### config.mk
export PLATFORM = sky130hd
export DESIGN_NAME = piece_sequencer
export DESIGN_NICKNAME = d
export VERILOG_FILES = /design/src/rtl/piece_sequencer_pkg.sv /design/src/rtl/piece_lfsr.sv /design/src/rtl/piece_sequencer.sv
export SDC_FILE = /design/constraint.sdc
export NUM_CORES = 1
export LEC_CHECK = 0
export CAP_MARGIN = 20
export CORE_UTILIZATION = 56
export CTS_CLUSTER_DIAMETER = 200
export DETAILED_ROUTE_END_ITERATION = 16
export HOLD_SLACK_MARGIN = 0.03
export PLACE_DENSITY = 0.88
export SLEW_MARGIN = 20
export SYNTH_ARGS = -nofsm -noshare
export SYNTH_HDL_FRONTEND = slang
export SYNTH_SLANG_ARGS = --single-unit
### constraint.sdc
create_clock -name clk -period 4.5 [get_ports clk]
set_clock_uncertainty 0.2 [all_clocks]
set_input_delay 0.9 -clock clk [delete_from_list [all_inputs] [get_ports clk]]
set_output_delay 0.9 -clock clk [all_outputs]
set_load 0.05 [all_outputs]
### src/rtl/piece_sequencer_pkg.sv
// rtl/piece_sequencer_pkg.sv - piece codes, LFSR constants and bag helpers for the piece sequencer
package piece_sequencer_pkg;

  localparam logic [2:0] PIECE_I    = 3'd0;
  localparam logic [2:0] PIECE_J    = 3'd1;
  localparam logic [2:0] PIECE_L    = 3'd2;
  localparam logic [2:0] PIECE_O    = 3'd3;
  localparam logic [2:0] PIECE_S    = 3'd4;
  localparam logic [2:0] PIECE_T    = 3'd5;
  localparam logic [2:0] PIECE_Z    = 3'd6;
  localparam logic [2:0] PIECE_NONE = 3'd7;

  localparam logic [15:0] LFSR_MASK    = 16'hB400;
  localparam logic [15:0] DEFAULT_SEED = 16'hACE1;

  typedef enum logic {
    ST_DRAW  = 1'b0,
    ST_READY = 1'b1
  } seq_state_t;

  // Three LFSR bits give 0..7; the out-of-range 7 folds onto the first piece.
  function automatic logic [2:0] cand_from_lfsr(input logic [2:0] bits);
    return (bits == PIECE_NONE) ? PIECE_I : bits;
  endfunction

  function automatic logic [2:0] cand_advance(input logic [2:0] c);
    return (c == PIECE_Z) ? PIECE_I : c + 3'd1;
  endfunction

  function automatic logic [2:0] bag_free(input logic [6:0] b);
    logic [2:0] used;
    used = 3'd0;
    for (int i = 0; i < 7; i++) begin
      used = used + {2'b00, b[i]};
    end
    return 3'd7 - used;
  endfunction

endpackage

### src/rtl/piece_lfsr.sv
// rtl/piece_lfsr.sv - free-running 16-bit Galois LFSR, never allowed to start at zero
module piece_lfsr
  import piece_sequencer_pkg::*;
#(
  parameter logic [15:0] SEED = DEFAULT_SEED
) (
  input  logic        clk,
  input  logic        rst,
  output logic [15:0] q
);

  localparam logic [15:0] SEED_EFF = (SEED == 16'h0000) ? DEFAULT_SEED : SEED;

  always_ff @(posedge clk or posedge rst) begin
    if (rst) begin
      q <= SEED_EFF;
    end else begin
      q <= {1'b0, q[15:1]} ^ (q[0] ? LFSR_MASK : 16'h0000);
    end
  end

endmodule

### src/rtl/piece_sequencer.sv
// rtl/piece_sequencer.sv - 7-bag piece randomizer with current/preview pieces and spawn handshake
module piece_sequencer
  import piece_sequencer_pkg::*;
#(
  parameter logic [15:0] SEED = DEFAULT_SEED
) (
  input  logic       clk,
  input  logic       rst,
  input  logic       restart,
  input  logic       spawn_req,
  output logic       spawn_ack,
  output logic [2:0] cur_piece,
  output logic [2:0] next_piece,
  output logic       ready,
  output logic [2:0] bag_remaining
);

  localparam logic [15:0] SEED_EFF = (SEED == 16'h0000) ? DEFAULT_SEED : SEED;
  localparam logic [2:0]  RST_CAND = cand_from_lfsr(SEED_EFF[2:0]);

  logic [15:0] lfsr_q;
  logic        lfsr_unused;

  seq_state_t state, state_n;
  logic [1:0] fills_left, fills_n;
  logic [6:0] bag, bag_n, sel_bag, cand_bit;
  logic [2:0] cand, cand_n;
  logic [2:0] cur_n, next_n, rem_n;
  logic       ack_n, ready_n;

  piece_lfsr #(.SEED(SEED)) u_lfsr (
    .clk (clk),
    .rst (rst),
    .q   (lfsr_q)
  );

  assign lfsr_unused = ^lfsr_q[15:3];

  always_ff @(posedge clk or posedge rst) begin
    if (rst) begin
      state         <= ST_DRAW;
      fills_left    <= 2'd2;
      bag           <= 7'h00;
      cand          <= RST_CAND;
      cur_piece     <= PIECE_NONE;
      next_piece    <= PIECE_NONE;
      spawn_ack     <= 1'b0;
      ready         <= 1'b0;
      bag_remaining <= 3'd7;
    end else begin
      state         <= state_n;
      fills_left    <= fills_n;
      bag           <= bag_n;
      cand          <= cand_n;
      cur_piece     <= cur_n;
      next_piece    <= next_n;
      spawn_ack     <= ack_n;
      ready         <= ready_n;
      bag_remaining <= rem_n;
    end
  end

  always_comb begin
    state_n  = state;
    fills_n  = fills_left;
    bag_n    = bag;
    cand_n   = cand;
    cur_n    = cur_piece;
    next_n   = next_piece;
    ack_n    = 1'b0;
    cand_bit = 7'd1 << cand;
    sel_bag  = bag | cand_bit;

    if (restart) begin
      state_n = ST_DRAW;
      fills_n = 2'd2;
      bag_n   = 7'h00;
      cand_n  = cand_from_lfsr(lfsr_q[2:0]);
      cur_n   = PIECE_NONE;
      next_n  = PIECE_NONE;
    end else begin
      case (state)
        ST_DRAW: begin
          if ((bag & cand_bit) == 7'h00) begin
            cur_n   = next_piece;
            next_n  = cand;
            // A full bag is emptied on the very edge that completes it.
            bag_n   = (sel_bag == 7'h7F) ? 7'h00 : sel_bag;
            fills_n = fills_left - 2'd1;
            if (fills_left == 2'd1) begin
              state_n = ST_READY;
              ack_n   = 1'b1;
            end else begin
              cand_n = cand_from_lfsr(lfsr_q[2:0]);
            end
          end else begin
            cand_n = cand_advance(cand);
          end
        end
        ST_READY: begin
          // A request still high during the ack cycle is the one just served.
          if (spawn_req && !spawn_ack) begin
            state_n = ST_DRAW;
            fills_n = 2'd1;
            cand_n  = cand_from_lfsr(lfsr_q[2:0]);
          end
        end
        default: state_n = ST_DRAW;
      endcase
    end

    ready_n = (state_n == ST_READY);
    rem_n   = bag_free(bag_n);
  end

endmodule

==> results of run 1 <==
routing by layer:
| layer | vias to the layer above | wire length, um |
|---|---|---|
| met4 | 0 | 89 |
| met2 | 63 | 1820 |
| met3 | 11 | 261 |
| li1 | 596 | - |
| met5 | - | 0 |
| met1 | 653 | 1490 |
flip-flops by register name, summed over array words and instances (netlist names):
register	cells
u_lfsr.q	16
bag	7
bag_remaining	3
cand	3
cur_piece	3
next_piece	3
fills_left	2
spawn_ack	1
state	1
cell families (layout without fill, tap and decap cells):
logic type                 count (synthesis)  in the layout  share of synthesized area
and+or+nand+nor                           48             48                      0.145
DFF                                       39             39                      0.550
AOI/OAI and AO/OA                         31             31                      0.127
buffers and inverters                     20             39                     0.0530
adders and majority gates                  8              8                     0.0674
muxes                                      6              6                     0.0378
xor gates and xnor gates                   4              4                     0.0193
critical path: stages (launching register included):
cell and delay (ps):
dfstp_2 590, inv_1 90, nor2_1 120, ha_1 190, and2_1 130, a221o_1 130
a211oi_2 70, buf_4 220, and3_2 260, or4_4 540, fa_1 550, inv_1 50
ha_1 210, fa_1 480, ha_1 230, xnor2_1 150
final timing paths:
kind | endpoint | from
setup / recovery | bag_remaining[2]$_DFF_PP1_ | cand[0]$_DFFE_PP1P_
setup reg to reg | bag_remaining[2]$_DFF_PP1_ | cand[0]$_DFFE_PP1P_
max in group asynchronous | u_lfsr.q[10]$_DFF_PP1_ | rst
hold / removal | u_lfsr.q[8]$_DFF_PP0_ | u_lfsr.q[9]$_DFF_PP0_
min in group asynchronous | cand[1]$_DFFE_PP0P_ | rst
hold reg to reg | u_lfsr.q[8]$_DFF_PP0_ | u_lfsr.q[9]$_DFF_PP0_
final cells by class:
| cell class | instances | area (sq um) | share of cell area |
|---|---|---|---|
| clock inverters | 3 | 47.5 | 0.0226 |
| inverters | 11 | 41.3 | 0.0197 |
| well taps | 44 | 55.1 | 0.0262 |
| repair buffers | 20 | 185 | 0.0881 |
| multi-input cells | 97 | 733 | 0.349 |
| flip-flops and latches | 39 | 1000 | 0.476 |
| clock buffers | 5 | 37.5 | 0.0179 |
through the flow:
stage / setup slack (ps) / utilization / std cells / area (sq um)
after global routing: 1.41 / 0.683 / 219 / 2100
after CTS: 89.7 / 0.676 / 218 / 2080
after floorplan: 456 / - / 156 / 1820
after global placement: 290 / 0.648 / 210 / 2000
final: 204 / 0.683 / 219 / 2100
after detailed placement: 149 / 0.648 / 210 / 2000
repair_timing:
action / CTS / global route
setup endpoints to repair: 0 / 2
gates resized for setup: 0 / 4
setup buffers: 0 / 1
endpoints found under the hold margin: 0 / 0
cell usage in the layout, fill, tap and decap left out, types with 6 or more instances in the layout:
master and instances:
nor2b_1 7, a211o_1 6, inv_1 11, nor2_1 11, dfrtp_1 19, clkdlybuf4s50_1 14
dfstp_2 19, nor3_1 6, buf_4 6, a21oi_1 7
report_power, final:
group	switching [mW]	internal (mW)	total, mW
clock network	0.125	0.120	0.245
logic	0.376	0.228	0.603
registers	0.0585	0.447	0.506
total	0.559	0.795	1.35
==> impl_metrics.tcl, run 1 <==
set metrics [dict create \
    antenna_found_initial 0 \
    drt_pass1_iterations 4 \
    wl_per_cell_um 16.7 \
    peakVddDrop_mv 0.469 \
    ys_seq_elements 39 \
    cts_sinks 39 \
    clk_pin_slew_ps 130 \
    clock_latency_ps 360 \
    syn_inst 156 \
    arrival_ps 4390 \
    drc_errors 0 \
    synth_area_sq_mm 0.00182 \
    synth_most_common_cell "dfrtp_1" \
    busiest_layer "met2" \
    post-route-period-util 0.955 \
    tightestPinTransition_ps 751 \
    yosysTopAreaCell "dfrtp_1" \
    routed_wl_um 3660 \
    track_usage 0.256 \
    final_nets 186 \
    cts_root_buf "clkbuf_4" \
    reg2reg_depth 15 \
    ios 15 \
    avgSynthCellArea_sq_um 11.7 \
    clockBufferDepth 2 \
    final_hold_viol_count 0 \
    synth_top_area_frac 0.275 \
    overflow 0 \
    whs_ps 153 \
    grt_pass1_vias 1331 \
    ys_top_cells_by_area "dfrtp_1 (28%), dfstp_2 (27%), ha_1 (3.4%)" \
    num_antenna_cells 0 \
    drive_gt1_frac 0.246 \
    die_area_sq_mm 0.00348 \
    total_power_mw 1.35 \
    status "finished, final reports clean" \
    final_max_slew_viol_count 0 \
    portBuffers 14 \
    initial_utilization 0.591 \
    viasPerCell 6.04 \
    async_reset_ff_frac 1.00 \
    hold_class "register to register" \
    cts_hold_buffers 0 \
    p_leak_nw 0.940 \
    finalCriticalPeriod_ps 4300 \
    first_iter_violations 96 \
    startpoint_type "register" \
    setup_viol 0 \
    grt_max_degree 22 \
    die_w_um 59.0 \
    yosysSeqAreaShare 0.550 \
    rows 20 \
    antenna_left 0 \
    critPathKind "register to register" \
    hold_depth 0 \
    grt.met2_usage 0.388 \
    ys_types 45 \
    core_area_sq_mm 0.00308 \
    syn_nets 168 \
    synth_edf_count 0 \
    cp_max_fo 17 \
    synth_common_cells "dfrtp_1 (20), dfstp_2 (19), inv_1 (11), nor2_1 (11)" \
    vias 1323 \
    finalSetupTns_ps 0 \
    areaGrowthSynthToFinish_pct 15.6 \
    die_h_um 59.0 \
    htreeDepth 2 \
    cts_tree "done" \
    gp_congestion 0.964 \
    r2r_slack_ps 200 \
    max_freq_mhz 233 \
    required_ps 4590 \
    slew_headroom 0.499 \
    yosysWarnings 0 \
    cts_buffers 5 \
    grtUsageMet3 0.0721 \
    max_cap_viol_count 0 \
    endpoint_kind "register" \
    fill_cells 220 \
    use_met1 0.330 \
    grt_pass1_wl_um 6320 \
    yosys_most_used_dff "dfrtp_1" \
    p_per_area_mw_per_mm2 645 \
    rsz0062_at_grt "no" \
    dp_hpwl_um 2530 \
]
(Power assumes the default switching activity.)
==> run 2, diff against run 1 <==
--- a/config.mk
+++ b/config.mk
@@ -10,7 +10,7 @@
 export CTS_CLUSTER_DIAMETER = 200
 export DETAILED_ROUTE_END_ITERATION = 16
 export HOLD_SLACK_MARGIN = 0.03
-export PLACE_DENSITY = 0.88
+export PLACE_DENSITY = 0.79
 export SLEW_MARGIN = 20
 export SYNTH_ARGS = -nofsm -noshare
 export SYNTH_HDL_FRONTEND = slang
==> impl_metrics.tcl, run 2 (synthesized netlist as in run 1, its figures left out) <==
set metrics [dict create \
    status "finished, final reports clean" \
    cts_tree "done" \
    antenna_found_initial 0 \
    cts_sinks 39 \
    arrival_ps 4380 \
    total_power_mw 1.43 \
    finalCriticalPeriod_ps 4290 \
    tightestPinTransition_ps 585 \
    peakVddDrop_mv 0.405 \
    crit_chain "inv_1 > nor2_1 > ha_1 > and2_1 > a221o_1 > a211oi_2 > buf_4 > and3_2 > or4_1 > fa_1 > inv_1 > ha_1 > fa_1 > ha_1 > xnor2_1" \
    drive_gt1_frac 0.256 \
    cts_hold_buffers 0 \
    grt_pass1_wl_um 6010 \
    max_freq_mhz 233 \
    core_area_sq_mm 0.00308 \
    post-route-period-util 0.952 \
    final_nets 191 \
    setup_viol 0 \
    clockBufferDepth 2 \
    first_iter_violations 44 \
    routed_wl_um 3510 \
    dp_slack_ps 231 \
    largest_reg_flops 16 \
    finalSetupTns_ps 0 \
    startpoint_type "register" \
    finish.utilization 0.699 \
    drt_pass1_iterations 4 \
    cts_root_buf "clkbuf_4" \
    gp_congestion 0.939 \
    fill_cells 228 \
    portBuffers 14 \
    cts_buffers 5 \
    grt.met2_usage 0.360 \
    overflow 0 \
    setup_slack_ps 214 \
    mostFrequentLayoutCells "dfrtp_1 (20), dfstp_2 (19), clkdlybuf4s50_1 (14)" \
    final_hold_viol_count 0 \
    final_common_cell "dfrtp_1" \
    clk_pin_slew_ps 120 \
    initial_utilization 0.591 \
    whs_ps 165 \
    critPathKind "register to register" \
    grt_pass1_vias 1271 \
    slew_headroom 0.610 \
    cp_max_fo 11 \
    viasPerCell 5.70 \
    top_register "u_lfsr.q" \
    max_cap_viol_count 0 \
    htreeDepth 2 \
    die_area_sq_mm 0.00348 \
    wl_per_cell_um 15.7 \
    grtUsageMet3 0.0808 \
    rows 20 \
    antenna_left 0 \
    vias 1276 \
    track_usage 0.241 \
    areaGrowthSynthToFinish_pct 18.4 \
    p_leak_nw 0.971 \
    final_max_slew_viol_count 0 \
    reg_top3 "u_lfsr.q: 16 flops, bag: 7 flops" \
    p_per_area_mw_per_mm2 664 \
    critical_path.max_stage_delay_ps 620 \
    num_antenna_cells 0 \
    clock_latency_ps 360 \
    drc_errors 0 \
    critPathSlowestCell "dfstp_2" \
    use_met1 0.321 \
    required_ps 4590 \
    dp_hpwl_um 2490 \
    rsz0062_at_grt "no" \
    die_w_um 59.0 \
    hold_class "register to register" \
    busiest_layer "met2" \
    die_h_um 59.0 \
    ios 15 \
    grt_max_degree 40 \
    endpoint_kind "register" \
    crit_top_cell "ha_1" \
]
==> run 2: final timing paths <==
check,from,end,slack (ps),cells past startpoint
worst max register to register,cand[0]$_DFFE_PP1P_,bag_remaining[2]$_DFF_PP1_,210,15
worst min-delay path,u_lfsr.q[7]$_DFF_PP1_,u_lfsr.q[6]$_DFF_PP1_,170,0
worst min register to register,u_lfsr.q[7]$_DFF_PP1_,u_lfsr.q[6]$_DFF_PP1_,170,0
worst max-delay path,cand[0]$_DFFE_PP1P_,bag_remaining[2]$_DFF_PP1_,210,15
max in group asynchronous,rst,u_lfsr.q[15]$_DFF_PP1_,2990,3
min in group asynchronous,rst,cand[1]$_DFFE_PP0P_,740,3
==> run 2: where the power goes <==
part | switching [mW] | internal, mW | leakage (nW) | total [mW]
clock network | 0.118 | 0.173 | 0.0514 | 0.291
registers | 0.0602 | 0.447 | 0.473 | 0.508
logic | 0.378 | 0.252 | 0.447 | 0.630
==> run 2: area by class of cell <==
cell class	count	area [sq um]	share of cell area
Multi-Input combinational cell	97	728	0.338
Clock inverter	3	67.6	0.0314
Tap cell	44	55.1	0.0256
Sequential cell	39	1000	0.465
Timing Repair Buffer	25	223	0.103
Clock buffer	5	37.5	0.0174
Inverter	11	41.3	0.0192
==> run 2: timing repair <==
action | CTS | global route
setup endpoints to repair | 0 | 2
setup buffers | 0 | 3
gates resized for setup | 0 | 2
==> run 2: per-stage QoR <==
stage                     area, sq um  cells
after floorplan                  1820    156
after global placement           2020    213
after detailed placement         2020    213
after CTS                        2120    221
after global routing             2150    224
final                            2150    224
==> run 2: worst max-delay path, delay by kind of cell, from the launching register on <==
family | cells | cell delay (ps)
adder cells (fa/ha/maj) | 5 | 1630
XOR/XNOR | 1 | 140
AND/OR/NAND/NOR | 4 | 1050
flip-flops | 1 | 620
AO/OA/AOI/OAI | 2 | 210
buffers and inverters | 3 | 350
==> run 2: per-layer routing <==
layer	vias up	wire length [um]
met5	-	0
li1	604	-
met4	0	51
met2	37	1650
met3	5	169
met1	630	1640
==> run 3, diff against run 2 <==
--- a/config.mk
+++ b/config.mk
@@ -11,6 +11,7 @@
 export DETAILED_ROUTE_END_ITERATION = 16
 export HOLD_SLACK_MARGIN = 0.03
 export PLACE_DENSITY = 0.79
+export SKIP_CTS_REPAIR_TIMING = 1
 export SLEW_MARGIN = 20
 export SYNTH_ARGS = -nofsm -noshare
 export SYNTH_HDL_FRONTEND = slang
==> results of run 3 <==
No change in the layout: final DEF, timing and power equal those of run 2.
